`config.mk`:
```
export PLATFORM = sky130hd
export DESIGN_NAME = disp_page_sched
export DESIGN_NICKNAME = d
export VERILOG_FILES = /design/src/rtl/disp_pkg.sv /design/src/rtl/btn_debounce.sv /design/src/rtl/disp_page_sched.sv
export SDC_FILE = /design/constraint.sdc
export NUM_CORES = 1
export LEC_CHECK = 0
export CAP_MARGIN = 20
export CELL_PAD_IN_SITES_DETAIL_PLACEMENT = 0
export CELL_PAD_IN_SITES_GLOBAL_PLACEMENT = 2
export CORE_UTILIZATION = 30
export CTS_BUF_LIST = sky130_fd_sc_hd__clkbuf_4 sky130_fd_sc_hd__clkbuf_8
export DETAILED_ROUTE_END_ITERATION = 10
export PLACE_DENSITY_LB_ADDON = 0.1
export SETUP_SLACK_MARGIN = 0.4
export SYNTH_ARGS = -nofsm -noshare
export SYNTH_HDL_FRONTEND = slang
export SYNTH_HIERARCHICAL = 1
export SYNTH_SLANG_ARGS = --single-unit
```
`constraint.sdc`:
```
create_clock -name CLK -period 6.45 [get_ports CLK]
set_clock_uncertainty 0.05 [all_clocks]
set_input_delay 1.29 -clock CLK [delete_from_list [all_inputs] [get_ports CLK]]
set_output_delay 1.29 -clock CLK [all_outputs]
set_load 0.02 [all_outputs]
```
`src/rtl/disp_pkg.sv`:
```
// Shared encodings for the two-digit display path: page ids, scheduling modes
// and where the displayed data bytes sit inside the processor packet.
package disp_pkg;

  typedef enum logic [1:0] {
    PG_PC = 2'd0,
    PG_B0 = 2'd1,
    PG_B1 = 2'd2,
    PG_B2 = 2'd3
  } page_e;

  typedef enum logic {
    MODE_MANUAL = 1'b0,
    MODE_AUTO   = 1'b1
  } mode_e;

  localparam int PC_W  = 5;
  localparam int PKT_W = 38;

  // Packet byte offsets: data low byte, data high byte, third byte.
  localparam int PKT_B0_LSB = 0;
  localparam int PKT_B1_LSB = 8;
  localparam int PKT_B2_LSB = 16;

  function automatic logic [3:0] pick_nibble(input logic [7:0] byte_v, input logic hi);
    return hi ? byte_v[7:4] : byte_v[3:0];
  endfunction

endpackage

```
`src/rtl/btn_debounce.sv`:
```
// Raw push button -> 2-FF synchroniser -> debouncer sampled on tick_i ->
// one-cycle pulse on an accepted 0->1 transition of the stable level.
module btn_debounce #(
  parameter int DEB_TICKS = 2
) (
  input  logic clk,
  input  logic rst_n,
  input  logic tick_i,
  input  logic btn_async_i,
  output logic press_o
);

  localparam int CW = $clog2(DEB_TICKS + 1);

  logic          sync1_q, sync2_q;
  logic          cand_q, cand_d;
  logic          stable_q, stable_d;
  logic          press_q;
  logic [CW-1:0] cnt_q, cnt_d;

  // cand_q is the level currently being counted; it becomes stable once it
  // has been seen on DEB_TICKS consecutive ticks.
  always_comb begin
    cand_d   = cand_q;
    cnt_d    = cnt_q;
    stable_d = stable_q;
    if (tick_i) begin
      if (sync2_q != cand_q) begin
        cand_d = sync2_q;
        cnt_d  = CW'(1);
      end else if (cnt_q < CW'(DEB_TICKS)) begin
        cnt_d = cnt_q + CW'(1);
      end
      if (cnt_d >= CW'(DEB_TICKS)) stable_d = cand_d;
    end
  end

  always_ff @(posedge clk or negedge rst_n) begin
    if (!rst_n) begin
      sync1_q  <= 1'b0;
      sync2_q  <= 1'b0;
      cand_q   <= 1'b0;
      cnt_q    <= '0;
      stable_q <= 1'b0;
      press_q  <= 1'b0;
    end else begin
      sync1_q  <= btn_async_i;
      sync2_q  <= sync1_q;
      cand_q   <= cand_d;
      cnt_q    <= cnt_d;
      stable_q <= stable_d;
      press_q  <= stable_d & ~stable_q;
    end
  end

  assign press_o = press_q;

endmodule

```
`src/rtl/disp_page_sched.sv`:
```
// Two-digit display controller: packet snapshot capture, page scheduling
// (manual button or dwell-timed rotation) and digit/nibble multiplexing.
module disp_page_sched
  import disp_pkg::*;
#(
  parameter int SCAN_DIV    = 250000,
  parameter int DWELL_TICKS = 100,
  parameter int DEB_TICKS   = 2
) (
  input  logic             CLK,
  input  logic             RST_N,
  input  logic [PC_W-1:0]  PC,
  input  logic [PKT_W-1:0] PKT_IN,
  input  logic             PKT_VALID,
  output logic             PKT_READY,
  input  logic             FREEZE,
  input  logic             MODE,
  input  logic             BTN_NEXT,
  output logic             TOGLE,
  output logic [3:0]       NIBBLE,
  output logic [1:0]       PAGE,
  output logic             NEW_PKT
);

  localparam int SW = (SCAN_DIV > 1) ? $clog2(SCAN_DIV) : 1;
  localparam int DW = (DWELL_TICKS > 1) ? $clog2(DWELL_TICKS) : 1;

  logic [SW-1:0]    scan_cnt_q, scan_cnt_d;
  logic             togle_q, togle_d;
  logic             ready_q, ready_d;
  logic [PKT_W-1:0] snap_q, snap_d;
  logic             newp_q, newp_d;
  logic             req_q, req_d;
  logic [DW-1:0]    dwell_q, dwell_d;
  page_e            page_q, page_d;
  mode_e            state_q, state_d;

  logic       scan_tick, capture, btn_press, dwell_exp, adv_want, apply;
  logic [7:0] byte_sel;
  logic       snap_hi_unused;

  btn_debounce #(.DEB_TICKS(DEB_TICKS)) u_btn_next (
    .clk         (CLK),
    .rst_n       (RST_N),
    .tick_i      (scan_tick),
    .btn_async_i (BTN_NEXT),
    .press_o     (btn_press)
  );

  // Handshake: a packet transfers on any cycle where PKT_VALID and PKT_READY
  // are both high. READY is the registered inverse of FREEZE, so a transfer in
  // the cycle FREEZE rises still lands and READY drops on the following cycle.
  always_comb begin
    scan_tick  = (scan_cnt_q == SW'(SCAN_DIV - 1));
    scan_cnt_d = scan_tick ? '0 : scan_cnt_q + SW'(1);
    togle_d    = togle_q ^ scan_tick;
    ready_d    = ~FREEZE;
    capture    = PKT_VALID & ready_q;
    snap_d     = capture ? PKT_IN : snap_q;
    state_d    = mode_e'(MODE);

    dwell_d   = dwell_q;
    dwell_exp = 1'b0;
    if (state_q == MODE_AUTO) begin
      if (btn_press) begin
        dwell_d = '0;
      end else if (scan_tick) begin
        if (dwell_q == DW'(DWELL_TICKS - 1)) begin
          dwell_exp = 1'b1;
          dwell_d   = '0;
        end else begin
          dwell_d = dwell_q + DW'(1);
        end
      end
    end else begin
      dwell_d = '0;
    end

    // Page changes only land on the tick that returns to the low digit.
    adv_want = req_q | btn_press | dwell_exp;
    apply    = scan_tick & ~togle_d & adv_want;
    page_d   = apply ? page_e'(page_q + 2'd1) : page_q;
    req_d    = adv_want & ~apply;

    if (capture)                       newp_d = 1'b1;
    else if (apply && page_d != PG_PC) newp_d = 1'b0;
    else                               newp_d = newp_q;
  end

  always_ff @(posedge CLK or negedge RST_N) begin
    if (!RST_N) begin
      scan_cnt_q <= '0;
      togle_q    <= 1'b0;
      ready_q    <= 1'b0;
      snap_q     <= '0;
      newp_q     <= 1'b0;
      req_q      <= 1'b0;
      dwell_q    <= '0;
      page_q     <= PG_PC;
      state_q    <= MODE_MANUAL;
    end else begin
      scan_cnt_q <= scan_cnt_d;
      togle_q    <= togle_d;
      ready_q    <= ready_d;
      snap_q     <= snap_d;
      newp_q     <= newp_d;
      req_q      <= req_d;
      dwell_q    <= dwell_d;
      page_q     <= page_d;
      state_q    <= state_d;
    end
  end

  always_comb begin
    case (page_q)
      PG_PC:   byte_sel = {3'b000, PC};
      PG_B0:   byte_sel = snap_q[PKT_B0_LSB +: 8];
      PG_B1:   byte_sel = snap_q[PKT_B1_LSB +: 8];
      PG_B2:   byte_sel = snap_q[PKT_B2_LSB +: 8];
      default: byte_sel = 8'h00;
    endcase
  end

  // Upper packet fields are captured with the snapshot but never displayed.
  assign snap_hi_unused = ^snap_q[PKT_W-1:24];

  assign NIBBLE    = pick_nibble(byte_sel, togle_q);
  assign TOGLE     = togle_q;
  assign PAGE      = page_q;
  assign NEW_PKT   = newp_q;
  assign PKT_READY = ready_q;

endmodule
```
# Word-level counts from Yosys, hierarchy flattened
# Cells that the tools add are included.
[totals]
ff_bits = 63
latchBits = 0
ramBits = 0
mem_bits_ro = 0
inputBits = 49
out_inout_bits = 9
word_cells = 64
memories = 0
[classes]
add_sub_neg = 4
n_mul = 0
div = 0
n_lt_le_gt_ge = 2
n_eq_ne = 7
n_shift = 0
muxes = 20
n_bitwise = 12
reduce_logical = 4
[ops]
columns = ["operator", "count"]
rows = [
  ["8-bit one-hot mux with 4 select lines", 1],
  ["7-bit 2-to-1 mux", 4],
  ["18-bit by 1-bit adder with 18-bit output (second input constant)", 1],
  ["18-bit == test (second input constant)", 1],
  ["18-bit 2-to-1 mux", 1],
  ["1-bit 2-to-1 mux", 9],
  ["2-bit 2-to-1 mux", 4],
  ["7-bit by 1-bit adder with 7-bit output (second input constant)", 1],
  ["7-bit == test (second input constant)", 1],
  ["1-bit AND", 5],
  ["2-bit by 1-bit adder with 2-bit output (second input constant)", 2],
  ["2-bit == test (second input constant)", 2],
  ["4-bit 2-to-1 mux", 1],
  ["1-bit NOT", 4],
  ["2-bit nonzero test", 2],
  ["3-bit by 1-bit != test with 1-bit output (second input constant)", 1],
  ["2-bit by 1-bit == test with 1-bit output (second input constant)", 1],
  ["2-bit greater-or-equal comparator (second input constant)", 1],
  ["2-bit zero test", 1],
  ["2-bit less-than comparator (second input constant)", 1],
  ["1-bit OR", 2],
  ["1-bit logical AND", 1],
  ["1-bit != test", 1],
  ["1-bit XOR", 1],
]

# Longest topological paths before layout
# Gate-level depths: netlist of the first run.
[depth]
ltp_word = 12
depth_mapped = 9
ltp_nobuf = 8

# By module
# Netlist of the first run, hierarchy kept.
[modules_own_cells]
columns = ["mod", "instances", "cells_per_inst", "area_per_inst_um2", "seq_area_each_um2"]
rows = [
  ["disp_page_sched", 1, 236, 2710.1, 1401.3],
  ["btn_debounce", 1, 23, 281.5, 175.2],
]

# Worst setup path after synthesis of the first run
# No wires, ideal clock.
[synth_timing]
path_type = "reg2out"
startpoint = "reg page_q[0] (netlist: PAGE[0])"
endpoint = "out NIBBLE[0]"
arrival_time_ns = 1.894
t_required_ns = 5.110
path_slack_ns = 3.216
stages_incl_launch_ff = 7
n_path_buf = 1
path_cell_list = "dfrtp_1 > inv_1 > ha_1 > clkbuf_1 > a222oi_1 > inv_1 > mux4_2"
[synth_between]
elab_chain_len = 3
word_cells_on_any_way = 6
classes_between = "eq/ne: 3; mux: 2; reduce/logical: 1"
[synth_lines]
columns = ["item", "line", "rtl"]
rows = [
  ["from (decl)", "disp_page_sched.sv:35", "page_e page_q, page_d;"],
  ["from (signal assigned)", "disp_page_sched.sv:109", "page_q <= page_d;"],
  ["2-bit == test (tied with other cells)", "disp_page_sched.sv:115", "case (page_q)"],
  ["8-bit one-hot mux with 4 select lines (*)", "disp_page_sched.sv:115", ""],
  ["4-bit 2-to-1 mux (*)", "disp_pkg.sv:26", "return hi ? byte_v[7:4] : byte_v[3:0];"],
  ["to (decl)", "disp_page_sched.sv:20", "output logic [3:0] NIBBLE,"],
]
# Mark *: on every way between the ends. The rest lies on a longest branch, timed or not.

# Worst setup path after layout of the first run
# Same ends and word-level chain as after synthesis.

==> summary.log, run 1 <==
[grt] number of antenna violations at the first check in global routing 0
[place] Cell Area, Placed 3570 sq um
[grt] number of global-route vias before repair 2186
[critical_path] crit path launch type flip-flop
[synthesis] asr flop ratio synth 1.000
[critical_path] maximum net fanout on the critical path 8
[place] routability-driven placement congestion ratio 0.7096
[cts] clock latency at the later pin of the worst-skew pair 0.33 ns
[power] Net Switching 0.1931 mW
[critical_path] crit path DAT 2.76 ns
[final_layout] fraction of final layout cells with drive strength greater than 1 0.1624
[critical_path] buffer and inverter count on the worst path 3
[critical_path] Critical Path End Type primary output
[job] reported max-cap violation count 0
[synthesis] Cells after Synth 259
[routing] drt total wl 6851 microns
[cts] worst-case clock buffer depth 2
[synthesis] number of synthesized flops with an enable pin 0
[sta] Max Slew Vio Count 0
[cts] Post-CTS Hold Buffers 0
[sta] relative slew slack 0.3393
[place] number of I/O port buffers 43
[synthesis] register bit total from synthesis 63
[power] sequential power share 0.512
[die] core outline area 9729 sq um
[grt] final global-route overflow total 0
[power] combinational group share of total power 0.078
[grt] all-layer global routing usage 0.1428
[die] count of pins on the block boundary 58
[routing] routed wire length per instance 15.33 microns
[synthesis] mean instance size in the synthesized netlist 11.55 sq um
[cts] quantity of gates resized following cts 0
[synthesis] post-synthesis sequential area ratio 0.5270
[final_layout] Non-Filler Cell Area, Final 3795 sq um
[routing] number of vias in the routed layout 2208
[hold_path] worst hold path class reg -> reg
[sta] unrepaired setup endpoints after global routing false
[cts] post-CTS setup repair buffer count 0
[routing] Initial DRC Count 97
[routing] DRT Pass-1 Iters 4
[final_layout] area growth from synthesis to layout 26.85%
[critical_path] Cell Chain, Critical Path inv_1, ha_1, a222oi_1, inv_1, mux4_2, clkdlybuf4s50_1
[routing] post-route ant nets 0
[critical_path] worst setup path class reg -> out
[grt] global-route wire length before repair 11280 microns
[cts] Worst-path clk slew 0.08 ns
[cts] total clock buffers created by CTS 9
[power] PwrDens 221.4 nW/um^2
[cts] buffer type at the clock tree root sky130_fd_sc_hd__clkbuf_8
[synthesis] primary flip-flop cell chosen by synthesis mapping sky130_fd_sc_hd__dfrtp_1
[sta] Tcrit/Tclk final 0.6363
[synthesis] net count of the mapped netlist 318
[critical_path] top cell family by delay on the critical path buffers and inverters
[final_layout] count of nets after finishing 368
[synthesis] netlist area before placement 2992 sq um
[power] internal power of the cells 0.6469 mW
[power] Max rail drop VDD 0.00006679 V
[power] PnR Total Power 0.8400 mW
[routing] DRC violation count after routing 0
[routing] number of vias per cell 4.940
[critical_path] max incr delay on CP 0.55 ns
[critical_path] Required @ worst endpoint 5.11 ns
[sta] setup TNS 0 ns
[sta] Final min period 4.104 ns
[critical_path] CP most frequent cell sky130_fd_sc_hd__inv_1
[power] standby leakage power 1.577 nW
[place] detailed placer's ending HPWL 4681 microns
[sta] transition at the pin with the smallest max-transition slack 0.9820 ns
[synthesis] library cells used by synthesis 42
[final_layout] count of inserted antenna diode cells 0
[sta] f_max 243.7 MHz
[synthesis] YS warnings 6
[critical_path] CP max stage cell sky130_fd_sc_hd__clkdlybuf4s50_1
[die] width of the die 101.9 microns
[power] fraction of power consumed by the clock network 0.409
[grt] largest net degree at the start of global routing 64
[sta] final hold violations 0
[run_status] status finished, final reports clean
[die] height of the die 101.9 microns
[cts] TritonCTS clock tree built
[cts] number of clock sinks 63
[die] area of the die 10380 sq um
[sta] total of endpoints with negative setup slack in the final report 0
[die] Starting Density 0.3075
[power] switch share 0.2299
[cts] H-Tree Level Count 3
[die] number of core rows 36
[cell type report]
class / instances / area, sq um
Multi-Input combinational cell: 177 / 1341
Tap cell: 133 / 166.4
Timing Repair Buffer: 46 / 467.9
Sequential cell: 63 / 1577
Clock inverter: 6 / 60.06
Fill cell: 1013 / 5934
Clock buffer: 10 / 137.6
Inverter: 12 / 45.04
[cell usage after synthesis (all sizes together), types with 2 or more instances]
cell type | count | area share
buf | 2 | 0.0033
nor2 | 18 | 0.023
nand3 | 14 | 0.025
xnor2 | 6 | 0.018
o211ai | 4 | 0.010
dfrtp | 63 | 0.53
o41ai | 2 | 0.0059
xor2 | 7 | 0.020
and4 | 3 | 0.0088
clkbuf | 5 | 0.0063
inv | 12 | 0.015
a21oi | 5 | 0.0084
and2 | 3 | 0.0063
o31ai | 3 | 0.0075
a31oi | 3 | 0.0063
or4 | 2 | 0.0063
nand2 | 13 | 0.016
mux2 | 27 | 0.10
nand2b | 2 | 0.0042
nand4 | 5 | 0.010
mux2i | 3 | 0.010
a222oi | 8 | 0.027
o21ai | 11 | 0.018
ha | 10 | 0.042
nor4 | 6 | 0.013
nor2b | 3 | 0.0063
and3 | 2 | 0.0042
o311ai | 2 | 0.0059
nor3 | 2 | 0.0033
nor4b | 3 | 0.0088
[per-stage QoR]
stage	worst slack, ns	util	hold slack, ns	instances
after floorplan	3.216	-	0.2812	259
after global placement	2.431	0.3669	0.2883	430
after detailed placement	2.418	0.3669	0.3024	430
after CTS	2.326	0.3872	0.3139	446
after global routing	2.204	0.3900	0.3261	447
final	2.346	0.3900	0.3109	447
[cells by family (layout without fill, tap and decap cells)]
group,count (synthesis),after routing,share of synthesized area
fa+ha+maj,10,10,0.04182
simple gates,80,80,0.1464
compound gates,43,43,0.1029
flops,63,63,0.5270
buf+inv,19,74,0.02468
mux,31,31,0.1192
xor+xnor,13,13,0.03806
[layout by cell type, fill, tap and decap left out, drive strengths merged, types with 4 or more instances in the layout]
cell / n
inv: 12
nand3: 14
nand4: 5
ha: 10
nor4: 6
o21ai: 11
o211ai: 4
mux2: 27
xnor2: 6
clkbuf: 10
clkdlybuf4s50: 42
a21oi: 5
dfrtp: 63
nor2: 18
buf: 4
xor2: 7
nand2: 13
a222oi: 8
[metal layers]
| layer | GRT usage | up-vias | part of all wire | wire, microns |
|---|---|---|---|---|
| met4 | 0.06264 | 0 | 0.017 | 119 |
| li1 | - | 1066 | - | - |
| met1 | 0.2030 | 1075 | 0.51 | 3501 |
| met3 | 0.02668 | 11 | 0.046 | 318 |
| met5 | 0 | - | 0 | 0 |
| met2 | 0.2121 | 56 | 0.43 | 2912 |
[power by group through the flow]
| stage | clock network, mW | logic, mW | registers, mW |
|---|---|---|---|
| final | 0.344 | 0.0659 | 0.430 |
| after detailed placement | 0 | 0.0658 | 0.438 |
| after CTS | 0.357 | 0.0659 | 0.430 |
| after global placement | 0 | 0.0649 | 0.438 |
| after floorplan | 0 | 0.0290 | 0.434 |
| after global routing | 0.375 | 0.0727 | 0.433 |
[sequential cells by signal, summed over array words and instances (netlist names), 2 cells and up]
| name | flops |
|---|---|
| dwell_q | 7 |
| u_btn_next/cnt_q | 2 |
| scan_cnt_q | 18 |
| PAGE | 2 |
| snap_q | 24 |
[worst paths after layout]
check | from | slack, ns | to | cells past startpoint
min in group asynchronous | RST_N | 1.07 | PAGE[0]$_DFF_PN0_ | 2
max in group asynchronous | RST_N | 4.74 | scan_cnt_q[12]$_DFF_PN0_ | 2
setup reg to reg | scan_cnt_q[0]$_DFF_PN0_ | 3.67 | PAGE[1]$_DFF_PN0_ | 8
hold / removal | u_btn_next/sync1_q$_DFF_PN0_ | 0.31 | u_btn_next/sync2_q$_DFF_PN0_ | 0
hold reg to reg | u_btn_next/sync1_q$_DFF_PN0_ | 0.31 | u_btn_next/sync2_q$_DFF_PN0_ | 0
setup / recovery | PAGE[0]$_DFF_PN0_ | 2.35 | NIBBLE[0] | 6
(Power assumes the default switching activity.)
==> run 2, diff against run 1 <==
==> constraint.sdc (replaced) <==
create_clock -name CLK -period 3.62 [get_ports CLK]
set_clock_uncertainty 0.05 [all_clocks]
set_input_delay 0.724 -clock CLK [delete_from_list [all_inputs] [get_ports CLK]]
set_output_delay 0.724 -clock CLK [all_outputs]
set_load 0.02 [all_outputs]
==> summary.log, run 2 (synthesized netlist as in run 1, its figures left out) <==
[cts] Post-CTS Hold Buffers 0
[cts] buffer type at the clock tree root sky130_fd_sc_hd__clkbuf_8
[final_layout] count of inserted antenna diode cells 0
[final_layout] flip-flop count of the largest register after layout 24
[cts] total clock buffers created by CTS 9
[routing] post-route ant nets 0
[sta] unrepaired setup endpoints after global routing true
[die] area of the die 10380 sq um
[grt] global-route wire length before repair 11440 microns
[critical_path] CP max stage cell sky130_fd_sc_hd__dfrtp_2
[critical_path] crit path launch type flip-flop
[critical_path] crit path DAT 2.34 ns
[power] standby leakage power 1.572 nW
[place] detailed placer's ending HPWL 4763 microns
[grt] all-layer global routing usage 0.1472
[place] number of placed instances with taps included 431
[sta] f_max 320.6 MHz
[critical_path] maximum net fanout on the critical path 8
[sta] total of endpoints with negative setup slack in the final report 0
[grt] number of global-route vias before repair 2186
[power] PwrDens 373.6 nW/um^2
[final_layout] post-layout instance count excluding filler cells 448
[sta] Tcrit/Tclk final 0.8615
[hold_path] worst hold path class reg -> reg
[cts] H-Tree Level Count 3
[die] width of the die 101.9 microns
[routing] DRT Pass-1 Iters 4
[sta] Final min period 3.119 ns
[final_layout] Non-Filler Cell Area, Final 3776 sq um
[die] core outline area 9729 sq um
[place] number of I/O port buffers 43
[critical_path] max incr delay on CP 0.45 ns
[die] Starting Density 0.3075
[cts] worst-case clock buffer depth 2
[die] height of the die 101.9 microns
[critical_path] Cell Chain, Critical Path ha_2, a222oi_1, inv_1, mux4_2, dlygate4sd2_1
[routing] drt total wl 6983 microns
[routing] DRC violation count after routing 0
[routing] number of vias in the routed layout 2183
[final_layout] Top reg by flops snap_q
[grt] largest net degree at the start of global routing 64
[die] number of core rows 36
[final_layout] biggest regs snap_q x24, scan_cnt_q x18, dwell_q x7
[cts] TritonCTS clock tree built
[grt] number of antenna violations at the first check in global routing 0
[die] count of pins on the block boundary 58
[critical_path] worst setup path class reg -> out
[final_layout] count of nets after finishing 369
[routing] Initial DRC Count 83
[run_status] status finished, final reports clean
[sta] setup TNS 0 ns
[final_layout] area growth from synthesis to layout 26.22%
[cts] Worst-path clk slew 0.08 ns
[place] routability-driven placement congestion ratio 0.6892
[routing] routed wire length per instance 15.59 microns
[sta] worst-case hold slack 0.3154 ns
[sta] Max Slew Vio Count 0
[cts] clock latency at the later pin of the worst-skew pair 0.34 ns
[grt] final global-route overflow total 0
[final_layout] most common cell after layout, fill and taps aside sky130_fd_sc_hd__dfrtp_1
[place] Cell Area, Placed 3577 sq um
[critical_path] Critical Path End Type primary output
[sta] transition at the pin with the smallest max-transition slack 0.8424 ns
[sta] final hold violations 0
[sta] relative slew slack 0.4332
[routing] number of vias per cell 4.873
[cts] number of clock sinks 63
[power] Max rail drop VDD 0.0001470 V
[critical_path] Required @ worst endpoint 2.85 ns
[final_layout] fraction of final layout cells with drive strength greater than 1 0.1841
[final_layout] commonest cells after routing, fill and taps aside 61 x sky130_fd_sc_hd__dfrtp_1, 38 x sky130_fd_sc_hd__clkdlybuf4s50_1, 27 x sky130_fd_sc_hd__mux2_2, 18 x sky130_fd_sc_hd__nor2_1
[job] reported max-cap violation count 0
## run 2: report_power, final
group	leakage, nW	internal, mW	switching [mW]
sequential	0.794	0.746	0.0210
clock	0.0815	0.252	0.279
combinational	0.696	0.0709	0.0427
total	1.57	1.07	0.343
## run 2: layout make-up
class | count | area [sq um]
clock buffers | 10 | 131.4
clock inverters | 6 | 37.54
fillers | 1009 | 5953
inverters | 12 | 45.04
multi-input cells | 177 | 1359
flip-flops and latches | 63 | 1579
well taps | 133 | 166.4
repair buffers | 47 | 457.9
## run 2: worst max-delay path, delay by kind of cell, from the launching register on
kind	cells	cell delay, ns
AOI/OAI and AO/OA	1	0.45
DFF	1	0.45
adders and majority gates	1	0.27
muxes	1	0.44
buffers and inverters	2	0.40
## run 2: metrics by stage
stage / worst slack [ns] / power, mW / utilization
after floorplan: 0.9517 / 0.8257 / -
after global placement: 0.4188 / 0.8958 / 0.3677
after detailed placement: 0.3640 / 0.8976 / 0.3677
after CTS: 0.4158 / 1.441 / 0.3867
after global routing: 0.3707 / 1.494 / 0.3881
final: 0.5012 / 1.411 / 0.3881
## run 2: worst paths after layout
path	startpoint	endpoint	slack (ns)	cells past startpoint
setup / recovery	PAGE[0]$_DFF_PN0_	NIBBLE[0]	0.50	5
hold / removal	u_btn_next/sync1_q$_DFF_PN0_	u_btn_next/sync2_q$_DFF_PN0_	0.32	0
setup reg to reg	scan_cnt_q[6]$_DFF_PN0_	PAGE[1]$_DFF_PN0_	0.80	7
hold reg to reg	u_btn_next/sync1_q$_DFF_PN0_	u_btn_next/sync2_q$_DFF_PN0_	0.32	0
max in group asynchronous	RST_N	PAGE[1]$_DFF_PN0_	2.45	2
min in group asynchronous	RST_N	snap_q[6]$_DFFE_PN0P_	0.50	2
## run 2: routing by layer
layer / wire, microns / global-route usage
met1: 3492 / 0.1966
met2: 3041 / 0.2266
met3: 341 / 0.03625
met4: 106 / 0.06593
met5: 0 / 0
## run 2: repair_timing
item | 4_1_cts | 5_1_grt
buffers inserted | 0 | 1
setup endpoints to repair | 4 | 3
pin swaps | 1 | 1
gates resized for setup | 7 | 4
==> run 3, diff against run 2 <==
--- a/config.mk
+++ b/config.mk
@@ -8,10 +8,11 @@
 export CAP_MARGIN = 20
 export CELL_PAD_IN_SITES_DETAIL_PLACEMENT = 0
 export CELL_PAD_IN_SITES_GLOBAL_PLACEMENT = 2
-export CORE_UTILIZATION = 30
+export CORE_UTILIZATION = 31
 export CTS_BUF_LIST = sky130_fd_sc_hd__clkbuf_4 sky130_fd_sc_hd__clkbuf_8
 export DETAILED_ROUTE_END_ITERATION = 10
 export PLACE_DENSITY_LB_ADDON = 0.1
+export REMOVE_ABC_BUFFERS = 1
 export SETUP_SLACK_MARGIN = 0.4
 export SYNTH_ARGS = -nofsm -noshare
 export SYNTH_HDL_FRONTEND = slang
==> summary.log, run 3 (synthesized netlist as in run 1, its figures left out) <==
[run_status] status finished, final reports clean
[cts] number of clock sinks 63
[final_layout] commonest cells after routing, fill and taps aside 61 x sky130_fd_sc_hd__dfrtp_1, 39 x sky130_fd_sc_hd__clkdlybuf4s50_1, 27 x sky130_fd_sc_hd__mux2_2, 18 x sky130_fd_sc_hd__nor2_1
[die] width of the die 100.2 microns
[routing] DRT Pass-1 Iters 5
[routing] drt total wl 6698 microns
[cts] total clock buffers created by CTS 9
[critical_path] destination of the worst register-to-register timing path PAGE[1]$_DFF_PN0_
[power] switch share 0.2484
[grt] final global-route overflow total 0
[die] number of core rows 35
[sta] setup TNS 0 ns
[final_layout] count of inserted antenna diode cells 0
[die] core outline area 9284 sq um
[critical_path] CP max stage cell sky130_fd_sc_hd__clkdlybuf4s50_1
[final_layout] sequential standard cell area 1579 sq um
[place] number of I/O port buffers 43
[power] internal power of the cells 1.086 mW
[final_layout] biggest regs snap_q x24, scan_cnt_q x18, dwell_q x7
[cts] clock latency at the later pin of the worst-skew pair 0.34 ns
[final_layout] Top reg by flops snap_q
[sta] Max Slew Vio Count 0
[place] routability-driven placement congestion ratio 0.7259
[sta] transition at the pin with the smallest max-transition slack 0.8962 ns
[sta] Tcrit/Tclk final 0.8616
[sta] total of endpoints with negative setup slack in the final report 0
[critical_path] slack of the worst reg-to-reg path 0.85 ns
[die] count of pins on the block boundary 58
[place] setup slack after placement 0.4748 ns
[critical_path] Cell Chain, Critical Path inv_1, ha_4, a222oi_1, mux2_2, o21ai_0, clkdlybuf4s50_1
[critical_path] Crit Reg-Reg Startpoint scan_cnt_q[0]$_DFF_PN0_
[grt] all-layer global routing usage 0.1482
[cts] H-Tree Level Count 3
[power] Net Switching 0.3587 mW
[sta] Final min period 3.119 ns
[critical_path] top cell family by delay on the critical path buffers and inverters
[final_layout] count of nets after finishing 370
[final_layout] fraction of final layout cells with drive strength greater than 1 0.1835
[sta] f_max 320.6 MHz
[final_layout] Fill cells 915
[cts] Worst-path clk slew 0.07 ns
[grt] number of antenna violations at the first check in global routing 0
[critical_path] Required @ worst endpoint 2.85 ns
[power] sequential power share 0.530
[hold_path] Min-Delay Startpoint u_btn_next/sync1_q$_DFF_PN0_
[hold_path] number of cells on the worst hold path 0
[critical_path] Critical Path End Type primary output
[final_layout] most common cell after layout, fill and taps aside sky130_fd_sc_hd__dfrtp_1
[power] combinational group share of total power 0.078
[critical_path] maximum net fanout on the critical path 8
[place] detailed placer's ending HPWL 4426 microns
[grt] largest net degree at the start of global routing 64
[critical_path] max incr delay on CP 0.62 ns
[final_layout] flip-flop count of the largest register after layout 24
[final_layout] area growth from synthesis to layout 26.77%
[cts] TritonCTS clock tree built
[die] height of the die 100.2 microns
[critical_path] buffer and inverter count on the worst path 2
[routing] number of vias per cell 4.901
[sta] final hold violations 0
[die] area of the die 10050 sq um
[final_layout] total area of multi-input combinational cells 1359 sq um
[sta] unrepaired setup endpoints after global routing true
[routing] Initial DRC Count 128
[routing] post-route ant nets 0
[grt] global-route wire length before repair 11420 microns
[hold_path] worst hold path class reg -> reg
[routing] number of vias in the routed layout 2181
[final_layout] Util after Layout 0.4085
[power] Max rail drop VDD 0.0001907 V
[grt] number of global-route vias before repair 2204
[routing] routed wire length per instance 15.05 microns
[hold_path] hold path endpoint u_btn_next/sync2_q$_DFF_PN0_
[power] PwrDens 380.9 nW/um^2
[sta] final setup slack of the worst path 0.5009 ns
[job] reported max-cap violation count 0
[routing] DRC violation count after routing 0
[cts] buffer type at the clock tree root sky130_fd_sc_hd__clkbuf_8
[cts] worst-case clock buffer depth 2
[sta] relative slew slack 0.3970
[critical_path] number of cell instances on the worst register-to-register path 8
[power] standby leakage power 1.585 nW
[critical_path] crit path DAT 2.35 ns
[die] Starting Density 0.3222
[sta] worst-case hold slack 0.3204 ns
[power] fraction of power consumed by the clock network 0.391
[cts] Post-CTS Hold Buffers 0
[critical_path] crit path launch type flip-flop
[critical_path] worst setup path class reg -> out
run 3: changes by cell type in the layout (fill, tap and decap cells not counted), sizes merged:
cell and delta:
inv +1, clkinv +1, clkinvlp -2, dlygate4sd2 -1, clkdlybuf4s50 +1, buf +1
run 3: layer usage:
layer,global-route usage,wire length (microns)
met5,0,0
met4,0.03679,38
met3,0.04735,366
met2,0.2345,3037
met1,0.1968,3255
run 3: worst max-delay path by stage:
stage	start	to	slack [ns]	cells past startpoint
floorplan	scan_cnt_q[0]$_DFF_PN0_	PAGE[1]$_DFF_PN0_	0.60	8
global placement	PAGE[0]$_DFF_PN0_	NIBBLE[0]	0.45	6
detailed placement	PAGE[0]$_DFF_PN0_	NIBBLE[0]	0.47	6
CTS	PAGE[1]$_DFF_PN0_	NIBBLE[3]	0.44	6
global route	PAGE[1]$_DFF_PN0_	NIBBLE[3]	0.36	6
finish	PAGE[0]$_DFF_PN0_	NIBBLE[3]	0.50	6
run 3: cell type report:
class,instances,area share
Clock inverter,6,0.01155
Tap cell,129,0.04256
Inverter,12,0.01188
Timing Repair Buffer,48,0.1231
Multi-Input combinational cell,177,0.3583
Clock buffer,10,0.03629
Sequential cell,63,0.4164
run 3: power by group through the flow:
| stage | combinational [mW] | clock [mW] | sequential (mW) |
|---|---|---|---|
| final | 0.113 | 0.565 | 0.766 |
| after global routing | 0.125 | 0.619 | 0.772 |
| after CTS | 0.117 | 0.587 | 0.766 |
| after detailed placement | 0.117 | 0 | 0.780 |
| after global placement | 0.116 | 0 | 0.779 |
| after floorplan | 0.0512 | 0 | 0.774 |
run 3: repair_timing:
| action | in CTS | in global routing |
|---|---|---|
| gates resized for setup | 6 | 3 |
| setup endpoints to repair | 4 | 4 |
| pin swaps | 0 | 1 |
| setup buffers | 0 | 1 |
| hold endpoints to repair | 0 | 0 |
run 3: worst reg2reg max path: stages (launching register included):
cell and delay [ns]:
sky130_fd_sc_hd__dfrtp_1 0.40, sky130_fd_sc_hd__ha_1 0.24, sky130_fd_sc_hd__nand3_2 0.13, sky130_fd_sc_hd__or4_4 0.62
sky130_fd_sc_hd__nor2_1 0.19, sky130_fd_sc_hd__ha_1 0.30, sky130_fd_sc_hd__a21boi_0 0.21, sky130_fd_sc_hd__o22ai_1 0.10
sky130_fd_sc_hd__or3b_1 0.39
run 3: through the flow:
step / total power [mW] / instances / area [sq um]
finish: 1.444 / 445 / 3792
global route: 1.516 / 445 / 3792
CTS: 1.470 / 444 / 3779
global placement: 0.8952 / 428 / 3580
detailed placement: 0.8971 / 428 / 3580
floorplan: 0.8252 / 252 / 2963
